[src/rtl/pipeline_hazard_ctrl_if.sv]
//------------------------------------------------------------------------------
// Module      : pipeline_hazard_ctrl_if
// Description : Hazard controller bus (ID/EX/MEM status in, fetch controls out)
// Revision    : 1.0 - initial release
//------------------------------------------------------------------------------
`default_nettype none

interface pipeline_hazard_ctrl_if #(
    parameter int PC_W  = 8,
    parameter int REG_W = 4,
    parameter int CNT_W = 16
);
    logic              id_valid;
    logic [15:0]       id_instr;
    logic              ex_mem_read;
    logic [REG_W-1:0]  ex_rd;
    logic              ex_branch_taken;
    logic [PC_W-1:0]   ex_branch_target;
    logic              mem_busy;

    logic              stall;
    logic              stall_id;
    logic              bubble_ex;
    logic              flush;
    logic              flush_id;
    logic              PC_sel;
    logic              Jump;
    logic [PC_W-1:0]   branch_target;
    logic              halted;
    logic              mem_err;
    logic [CNT_W-1:0]  stall_cnt;
    logic [CNT_W-1:0]  flush_cnt;

    modport master (
        output id_valid, id_instr, ex_mem_read, ex_rd,
               ex_branch_taken, ex_branch_target, mem_busy,
        input  stall, stall_id, bubble_ex, flush, flush_id, PC_sel, Jump,
               branch_target, halted, mem_err, stall_cnt, flush_cnt
    );

    modport slave (
        input  id_valid, id_instr, ex_mem_read, ex_rd,
               ex_branch_taken, ex_branch_target, mem_busy,
        output stall, stall_id, bubble_ex, flush, flush_id, PC_sel, Jump,
               branch_target, halted, mem_err, stall_cnt, flush_cnt
    );
endinterface

`default_nettype wire

[src/rtl/pipeline_hazard_ctrl.sv]
//------------------------------------------------------------------------------
// Module      : pipeline_hazard_ctrl
// Description : Pipeline sequencer: stall/flush/jump control, load-use bubbles,
//               memory freeze with timeout, halt latch, performance counters
// Revision    : 1.0 - initial release
//------------------------------------------------------------------------------
`default_nettype none

module pipeline_hazard_ctrl #(
    parameter int          PC_W        = 8,
    parameter int          REG_W       = 4,
    parameter logic [3:0]  OP_LOAD     = 4'h8,
    parameter logic [3:0]  OP_JMP      = 4'hC,
    parameter logic [3:0]  OP_HLT      = 4'hF,
    parameter int          MEM_TIMEOUT = 15,
    parameter int          CNT_W       = 16
) (
    input  wire logic                clk,
    input  wire logic                reset,
    pipeline_hazard_ctrl_if.slave    bus
);
    localparam int WAIT_W = $clog2(MEM_TIMEOUT + 1);
    localparam logic [WAIT_W-1:0] c_wait_max = WAIT_W'(MEM_TIMEOUT);

    typedef enum logic [1:0] {
        S_RUN      = 2'd0,
        S_MEM_WAIT = 2'd1,
        S_HALT     = 2'd2
    } state_t;

    state_t              r_state;
    state_t              w_state_nxt;
    logic [WAIT_W-1:0]   r_wait_cnt;
    logic [WAIT_W-1:0]   w_wait_nxt;
    logic                r_mem_err;
    logic [CNT_W-1:0]    r_stall_cnt;
    logic [CNT_W-1:0]    r_flush_cnt;

    logic [3:0]          w_opcode;
    logic [REG_W-1:0]    w_rs1;
    logic [REG_W-1:0]    w_rs2;
    logic                w_load_use;
    logic                w_is_jmp;
    logic                w_is_hlt;
    logic                w_run_eval;

    logic                w_stall;
    logic                w_stall_id;
    logic                w_bubble_ex;
    logic                w_flush;
    logic                w_flush_id;
    logic                w_pc_sel;
    logic                w_jump;

    // The loader opcode and rd field are decoded elsewhere; only EX's load flag matters here.
    logic w_unused_fields;
    assign w_unused_fields = &{1'b0, bus.id_instr[11:8], OP_LOAD};

    assign w_opcode   = bus.id_instr[15:12];
    assign w_rs1      = bus.id_instr[4 +: REG_W];
    assign w_rs2      = bus.id_instr[0 +: REG_W];
    assign w_is_jmp   = bus.id_valid && (w_opcode == OP_JMP);
    assign w_is_hlt   = bus.id_valid && (w_opcode == OP_HLT);
    assign w_load_use = bus.id_valid && bus.ex_mem_read &&
                        ((bus.ex_rd == w_rs1) || (bus.ex_rd == w_rs2)) &&
                        !w_is_jmp && !w_is_hlt;

    always_comb begin
        w_state_nxt = r_state;
        w_run_eval  = 1'b0;
        w_stall     = 1'b0;
        w_stall_id  = 1'b0;
        w_bubble_ex = 1'b0;
        w_flush     = 1'b0;
        w_flush_id  = 1'b0;
        w_pc_sel    = 1'b0;
        w_jump      = 1'b0;

        case (r_state)
            S_RUN: begin
                if (bus.mem_busy) begin
                    w_stall     = 1'b1;
                    w_stall_id  = 1'b1;
                    w_state_nxt = S_MEM_WAIT;
                end else begin
                    w_run_eval = 1'b1;
                end
            end
            S_MEM_WAIT: begin
                if (bus.mem_busy) begin
                    w_stall    = 1'b1;
                    w_stall_id = 1'b1;
                end else begin
                    // Release cycle resolves whatever EX/ID held during the freeze.
                    w_run_eval  = 1'b1;
                    w_state_nxt = S_RUN;
                end
            end
            S_HALT: begin
                w_stall    = 1'b1;
                w_stall_id = 1'b1;
            end
            default: begin
                w_state_nxt = S_RUN;
            end
        endcase

        if (w_run_eval) begin
            if (bus.ex_branch_taken) begin
                w_pc_sel   = 1'b1;
                w_flush    = 1'b1;
                w_flush_id = 1'b1;
            end else if (w_is_hlt) begin
                w_stall     = 1'b1;
                w_stall_id  = 1'b1;
                w_state_nxt = S_HALT;
            end else if (w_is_jmp) begin
                w_jump  = 1'b1;
                w_flush = 1'b1;
            end else if (w_load_use) begin
                w_stall     = 1'b1;
                w_stall_id  = 1'b1;
                w_bubble_ex = 1'b1;
            end
        end
    end

    // Wait counter tracks consecutive busy cycles, including the one that entered the freeze.
    always_comb begin
        w_wait_nxt = '0;
        if (bus.mem_busy) begin
            if (r_state == S_RUN) begin
                w_wait_nxt = WAIT_W'(1);
            end else if (r_state == S_MEM_WAIT) begin
                w_wait_nxt = (r_wait_cnt == c_wait_max) ? r_wait_cnt
                                                         : r_wait_cnt + WAIT_W'(1);
            end
        end
    end

    always_ff @(posedge clk) begin
        if (!reset) begin
            r_state     <= S_RUN;
            r_wait_cnt  <= '0;
            r_mem_err   <= 1'b0;
            r_stall_cnt <= '0;
            r_flush_cnt <= '0;
        end else begin
            r_state    <= w_state_nxt;
            r_wait_cnt <= w_wait_nxt;
            if (w_wait_nxt == c_wait_max) begin
                r_mem_err <= 1'b1;
            end
            if (w_stall && (r_stall_cnt != {CNT_W{1'b1}})) begin
                r_stall_cnt <= r_stall_cnt + CNT_W'(1);
            end
            if (w_flush && (r_flush_cnt != {CNT_W{1'b1}})) begin
                r_flush_cnt <= r_flush_cnt + CNT_W'(1);
            end
        end
    end

    assign bus.stall         = w_stall;
    assign bus.stall_id      = w_stall_id;
    assign bus.bubble_ex     = w_bubble_ex;
    assign bus.flush         = w_flush;
    assign bus.flush_id      = w_flush_id;
    assign bus.PC_sel        = w_pc_sel;
    assign bus.Jump          = w_jump;
    assign bus.branch_target = bus.ex_branch_target;
    assign bus.halted        = (r_state == S_HALT);
    assign bus.mem_err       = r_mem_err;
    assign bus.stall_cnt     = r_stall_cnt;
    assign bus.flush_cnt     = r_flush_cnt;

endmodule

`default_nettype wire
[src/flat_wrapper.sv]
// flat-port wrapper written by rule: the top's interface ports become plain ports
module pipeline_hazard_ctrl_flat 
#(
    parameter int          PC_W        = 8,
    parameter int          REG_W       = 4,
    parameter logic [3:0]  OP_LOAD     = 4'h8,
    parameter logic [3:0]  OP_JMP      = 4'hC,
    parameter logic [3:0]  OP_HLT      = 4'hF,
    parameter int          MEM_TIMEOUT = 15,
    parameter int          CNT_W       = 16
)
  (clk, reset, bus_id_valid, bus_id_instr, bus_ex_mem_read, bus_ex_rd, bus_ex_branch_taken, bus_ex_branch_target, bus_mem_busy, bus_stall, bus_stall_id, bus_bubble_ex, bus_flush, bus_flush_id, bus_PC_sel, bus_Jump, bus_branch_target, bus_halted, bus_mem_err, bus_stall_cnt, bus_flush_cnt);
  pipeline_hazard_ctrl_if #(.PC_W(PC_W), .REG_W(REG_W), .CNT_W(CNT_W)) bus_i ();
  input  wire logic clk;
  input  wire logic reset;
  input wire logic [$bits(bus_i.id_valid)-1:0] bus_id_valid;
  input wire logic [$bits(bus_i.id_instr)-1:0] bus_id_instr;
  input wire logic [$bits(bus_i.ex_mem_read)-1:0] bus_ex_mem_read;
  input wire logic [$bits(bus_i.ex_rd)-1:0] bus_ex_rd;
  input wire logic [$bits(bus_i.ex_branch_taken)-1:0] bus_ex_branch_taken;
  input wire logic [$bits(bus_i.ex_branch_target)-1:0] bus_ex_branch_target;
  input wire logic [$bits(bus_i.mem_busy)-1:0] bus_mem_busy;
  output wire logic [$bits(bus_i.stall)-1:0] bus_stall;
  output wire logic [$bits(bus_i.stall_id)-1:0] bus_stall_id;
  output wire logic [$bits(bus_i.bubble_ex)-1:0] bus_bubble_ex;
  output wire logic [$bits(bus_i.flush)-1:0] bus_flush;
  output wire logic [$bits(bus_i.flush_id)-1:0] bus_flush_id;
  output wire logic [$bits(bus_i.PC_sel)-1:0] bus_PC_sel;
  output wire logic [$bits(bus_i.Jump)-1:0] bus_Jump;
  output wire logic [$bits(bus_i.branch_target)-1:0] bus_branch_target;
  output wire logic [$bits(bus_i.halted)-1:0] bus_halted;
  output wire logic [$bits(bus_i.mem_err)-1:0] bus_mem_err;
  output wire logic [$bits(bus_i.stall_cnt)-1:0] bus_stall_cnt;
  output wire logic [$bits(bus_i.flush_cnt)-1:0] bus_flush_cnt;
  assign bus_i.id_valid = bus_id_valid;
  assign bus_i.id_instr = bus_id_instr;
  assign bus_i.ex_mem_read = bus_ex_mem_read;
  assign bus_i.ex_rd = bus_ex_rd;
  assign bus_i.ex_branch_taken = bus_ex_branch_taken;
  assign bus_i.ex_branch_target = bus_ex_branch_target;
  assign bus_i.mem_busy = bus_mem_busy;
  assign bus_stall = bus_i.stall;
  assign bus_stall_id = bus_i.stall_id;
  assign bus_bubble_ex = bus_i.bubble_ex;
  assign bus_flush = bus_i.flush;
  assign bus_flush_id = bus_i.flush_id;
  assign bus_PC_sel = bus_i.PC_sel;
  assign bus_Jump = bus_i.Jump;
  assign bus_branch_target = bus_i.branch_target;
  assign bus_halted = bus_i.halted;
  assign bus_mem_err = bus_i.mem_err;
  assign bus_stall_cnt = bus_i.stall_cnt;
  assign bus_flush_cnt = bus_i.flush_cnt;
  pipeline_hazard_ctrl #(.PC_W(PC_W), .REG_W(REG_W), .OP_LOAD(OP_LOAD), .OP_JMP(OP_JMP), .OP_HLT(OP_HLT), .MEM_TIMEOUT(MEM_TIMEOUT), .CNT_W(CNT_W)) u_core (.clk(clk), .reset(reset), .bus(bus_i));
endmodule
[config.mk]
export PLATFORM = sky130hd
export DESIGN_NAME = pipeline_hazard_ctrl_flat
export DESIGN_NICKNAME = d
export VERILOG_FILES = /design/src/rtl/pipeline_hazard_ctrl_if.sv /design/src/rtl/pipeline_hazard_ctrl.sv /design/src/flat_wrapper.sv
export SDC_FILE = /design/constraint.sdc
export NUM_CORES = 1
export LEC_CHECK = 0
export CORE_MARGIN = 2
export CORE_UTILIZATION = 30
export DETAILED_ROUTE_END_ITERATION = 6
export PLACE_DENSITY = 0.57
export SYNTH_ARGS = -nofsm -noshare
export SYNTH_HDL_FRONTEND = slang
export SYNTH_SLANG_ARGS = --single-unit
export TNS_END_PERCENT = 50
[constraint.sdc]
create_clock -name clk -period 4.1 [get_ports clk]
set_input_delay 0.82 -clock clk [delete_from_list [all_inputs] [get_ports clk]]
set_output_delay 0.82 -clock clk [all_outputs]
set_load 0.01 [all_outputs]
==> key figures <==
Floorplanning
  – Io pins: 83
  – Core area: 7180 um^2
  – Die width: 89.4 um
  – Standard-cell rows: 31
  – Initial core utilization: 0.305
  – Die ar.: 8000 um^2
  – Die height: 89.4 um

Clock tree
  – Total CTS buffers: 5
  – Clk buf depth: 2
  – Setup Buffers After CTS: 0
  – Total clock sinks: 39
  – TritonCTS clock tree: yes
  – Clock latency on the worst-skew pair: 290 ps
  – CTS clk-pin slew, worst paths: 80 ps
  – Clock Root Buffer: clkbuf_8
  – Post-cts resize count: 0
  – Post-CTS Hold Fix Bufs: 0
  – CTS HTree Levels: 2

Critical path
  – Worst Path Max Fanout: 4
  – Critical path class: in -> out
  – Worst R2R Path Depth: 6
  – Crit. End Element: primary output
  – Start of the worst register-to-register path: u_core.bus.stall_cnt[6]
  – Worst setup SP type: input pin
  – CP arrival: 2770 ps
  – RR Endpoint: u_core.bus.stall_cnt[2]
  – Worst EP required: 3280 ps
  – R2r setup slk: 2010 ps

Place
  – HPWL after DPL: 3.97 mm
  – RD Place Congestion: 0.743
  – Port bufs: 62
  – DP Area: 2850 um^2

Routing
  – DRT iter0 DRCs: 43
  – Via count: 1980
  – # DRC: 0
  – Routed wire length per instance: 12.9 um
  – Final WL: 5.29 mm
  – 1st-pass router iterations: 4
  – Final ANT Viol Nets: 0
  – Via-to-Cell Ratio: 4.82

Logic synthesis
  – Cells after Synth: 254
  – Post-synth top area cell: dfxtp_1
  – Yosys reg bits: 39
  – Sequential fraction of the synthesis area: 0.357
  – Ys async rst share: 0
  – Syn nets: 291
  – EDFF count, synth: 0
  – Synth top area cells: dfxtp_1, xor2_1, nor2_1, nand3_1, mux2i_1
  – Synthesized area: 2190 um^2
  – Fraction of post-synthesis cell area in the top cell type by area: 0.357
  – Main synth FF type: dfxtp_1
  – Unique masters post-synth: 47
  – Mean area per synthesized cell: 8.62 um^2
  – Yosys warns: 0

Pwr
  – Tot Pwr: 745 uW
  – Leakage: 1.02 nW
  – VDD IR max: 105 uV
  – Pwr Density: 254 nW/um^2

Global routing
  – Largest net degree at the start of global routing: 30
  – Gr ovfl total: 0
  – Number of global-route vias before repair: 1822
  – First-pass GRT wire length: 8.44 mm
  – Initial antenna violation count: 0
  – Tot GR Track Use: 0.135

Timing
  – Fmax: 278 MHz
  – Final Skew: 9.24 ps
  – Period utilisation layout: 0.877
  – Final Hold Fails: 0
  – Setup TNS Final: 0 ps
  – Fin crit period: 3590 ps
  – Tightest Pin Transition: 776 ps
  – Final Setup Violations: 0
  – Max Slew Vio Count: 0
  – Slew headroom: 0.479
  – RSZ-0062 raised after global routing: false

Hold path
  – Hold wc startpoint: u_core.bus.mem_err
  – Hold Path Depth: 1
  – Endpoint, Worst Hold: u_core.bus.mem_err
  – Min-Delay Path Class: reg -> reg

Finish
  – Nets: 348
  – Ant diodes: 0
  – Syn-to-layout area delta: 34.0%
  – Layout cells sized above 1: 0.0673
  – Final Instance Area: 2930 um^2
  – Final Util: 0.409

Job
  – Max-cap violations: 0

Run status
  – Status: finished clean
[layout make-up]
| class | count | area [um^2] |
|---|---|---|
| fill | 735 | 4240 |
| multi-input combinational | 195 | 1290 |
| sequential | 39 | 781 |
| timing repair buffer | 64 | 636 |
| tap | 99 | 124 |
| clock buffer | 6 | 72.6 |
| inverter | 6 | 22.5 |
| clock inverter | 2 | 12.5 |
[cells in the final DEF (no fill, tap or decap), drive strengths merged, types with 3 or more instances in the layout]
cell	instances
clkdlybuf4s50	62
dfxtp	39
nor2	33
nand3	24
xor2	21
nand2	17
a21oi	11
nand4	10
xnor2	9
and3	9
mux2i	8
inv	6
clkbuf	6
nor4	6
nand2b	4
a21boi	4
and2	4
nor3b	3
nor3	3
ha	3
or4	3
[power breakdown]
group	internal, mW	switching [mW]	total [mW]
clock	0.119	0.143	0.262
combinational	0.0482	0.0457	0.0939
sequential	0.383	0.00658	0.390
total	0.551	0.195	0.745
[synthesized netlist by cell type (2+ instances only)]
cell and number:
a211oi_1 2, and4_1 2, nand2b_1 4, and3_1 8, xor2_1 21, a31oi_1 2, dfxtp_1 39, nor4_1 4
nand2_1 17, buf_4 10, xnor2_1 9, inv_1 6, ha_1 3, nand3b_1 2, a21o_1 2, nand4_1 10
a21oi_1 9, nor3_1 3, nand3_1 23, nor4_4 2, mux2i_1 8, or4_1 2, clkbuf_1 3, a21oi_2 2
nor3b_1 3, nor2_1 33, a21boi_0 3, and2_1 3
[cell families (layout without fill, tap and decap cells)]
logic type / Yosys count / after routing / share of synthesized area
AND/OR/NAND/NOR: 125 / 125 / 0.311
flip-flops: 39 / 39 / 0.357
XOR/XNOR: 30 / 30 / 0.120
AO/OA/AOI/OAI: 29 / 29 / 0.102
buffers and inverters: 20 / 78 / 0.0560
multiplexers: 8 / 8 / 0.0366
adder cells (fa/ha/maj): 3 / 3 / 0.0171
[critical path: stages]
cell and delay (ps):
clkdlybuf4s50_1 500, nor3b_1 390, a21oi_1 180, nand2_1 100, a2bb2oi_1 220, inv_1 80
clkdlybuf4s50_1 480
[how the worst max path moves through the flow]
stage                              startpoint      endpoint  slack, ps
after floorplan           bus_ex_branch_taken  bus_stall_id       1060
after global placement    bus_ex_branch_taken  bus_stall_id        460
after detailed placement  bus_ex_branch_taken  bus_stall_id        450
after CTS                 bus_ex_branch_taken  bus_stall_id        440
after global routing      bus_ex_branch_taken     bus_stall        300
final                     bus_ex_branch_taken  bus_stall_id        510
[registers in the layout, summed over array words and instances (netlist names)]
| name | cells |
|---|---|
| u_core.r_state | 2 |
| u_core.bus.stall_cnt | 16 |
| u_core.bus.mem_err | 1 |
| u_core.bus.flush_cnt | 16 |
| u_core.r_wait_cnt | 4 |
[routing by layer]
metal	vias to the layer above	GRT usage	share of wire
met5	-	0	0
met4	0	0.0543	0.015
met3	7	0.0314	0.038
met2	39	0.215	0.48
met1	925	0.177	0.47
li1	1009	-	-
[per-stage QoR]
step	instances	hold slack, ps	setup WS (ps)
floorplan	254	486	1060
global placement	403	458	463
detailed placement	403	457	451
CTS	411	477	441
global route	411	501	303
finish	411	471	505
Power figures use the tool's default switching activity.
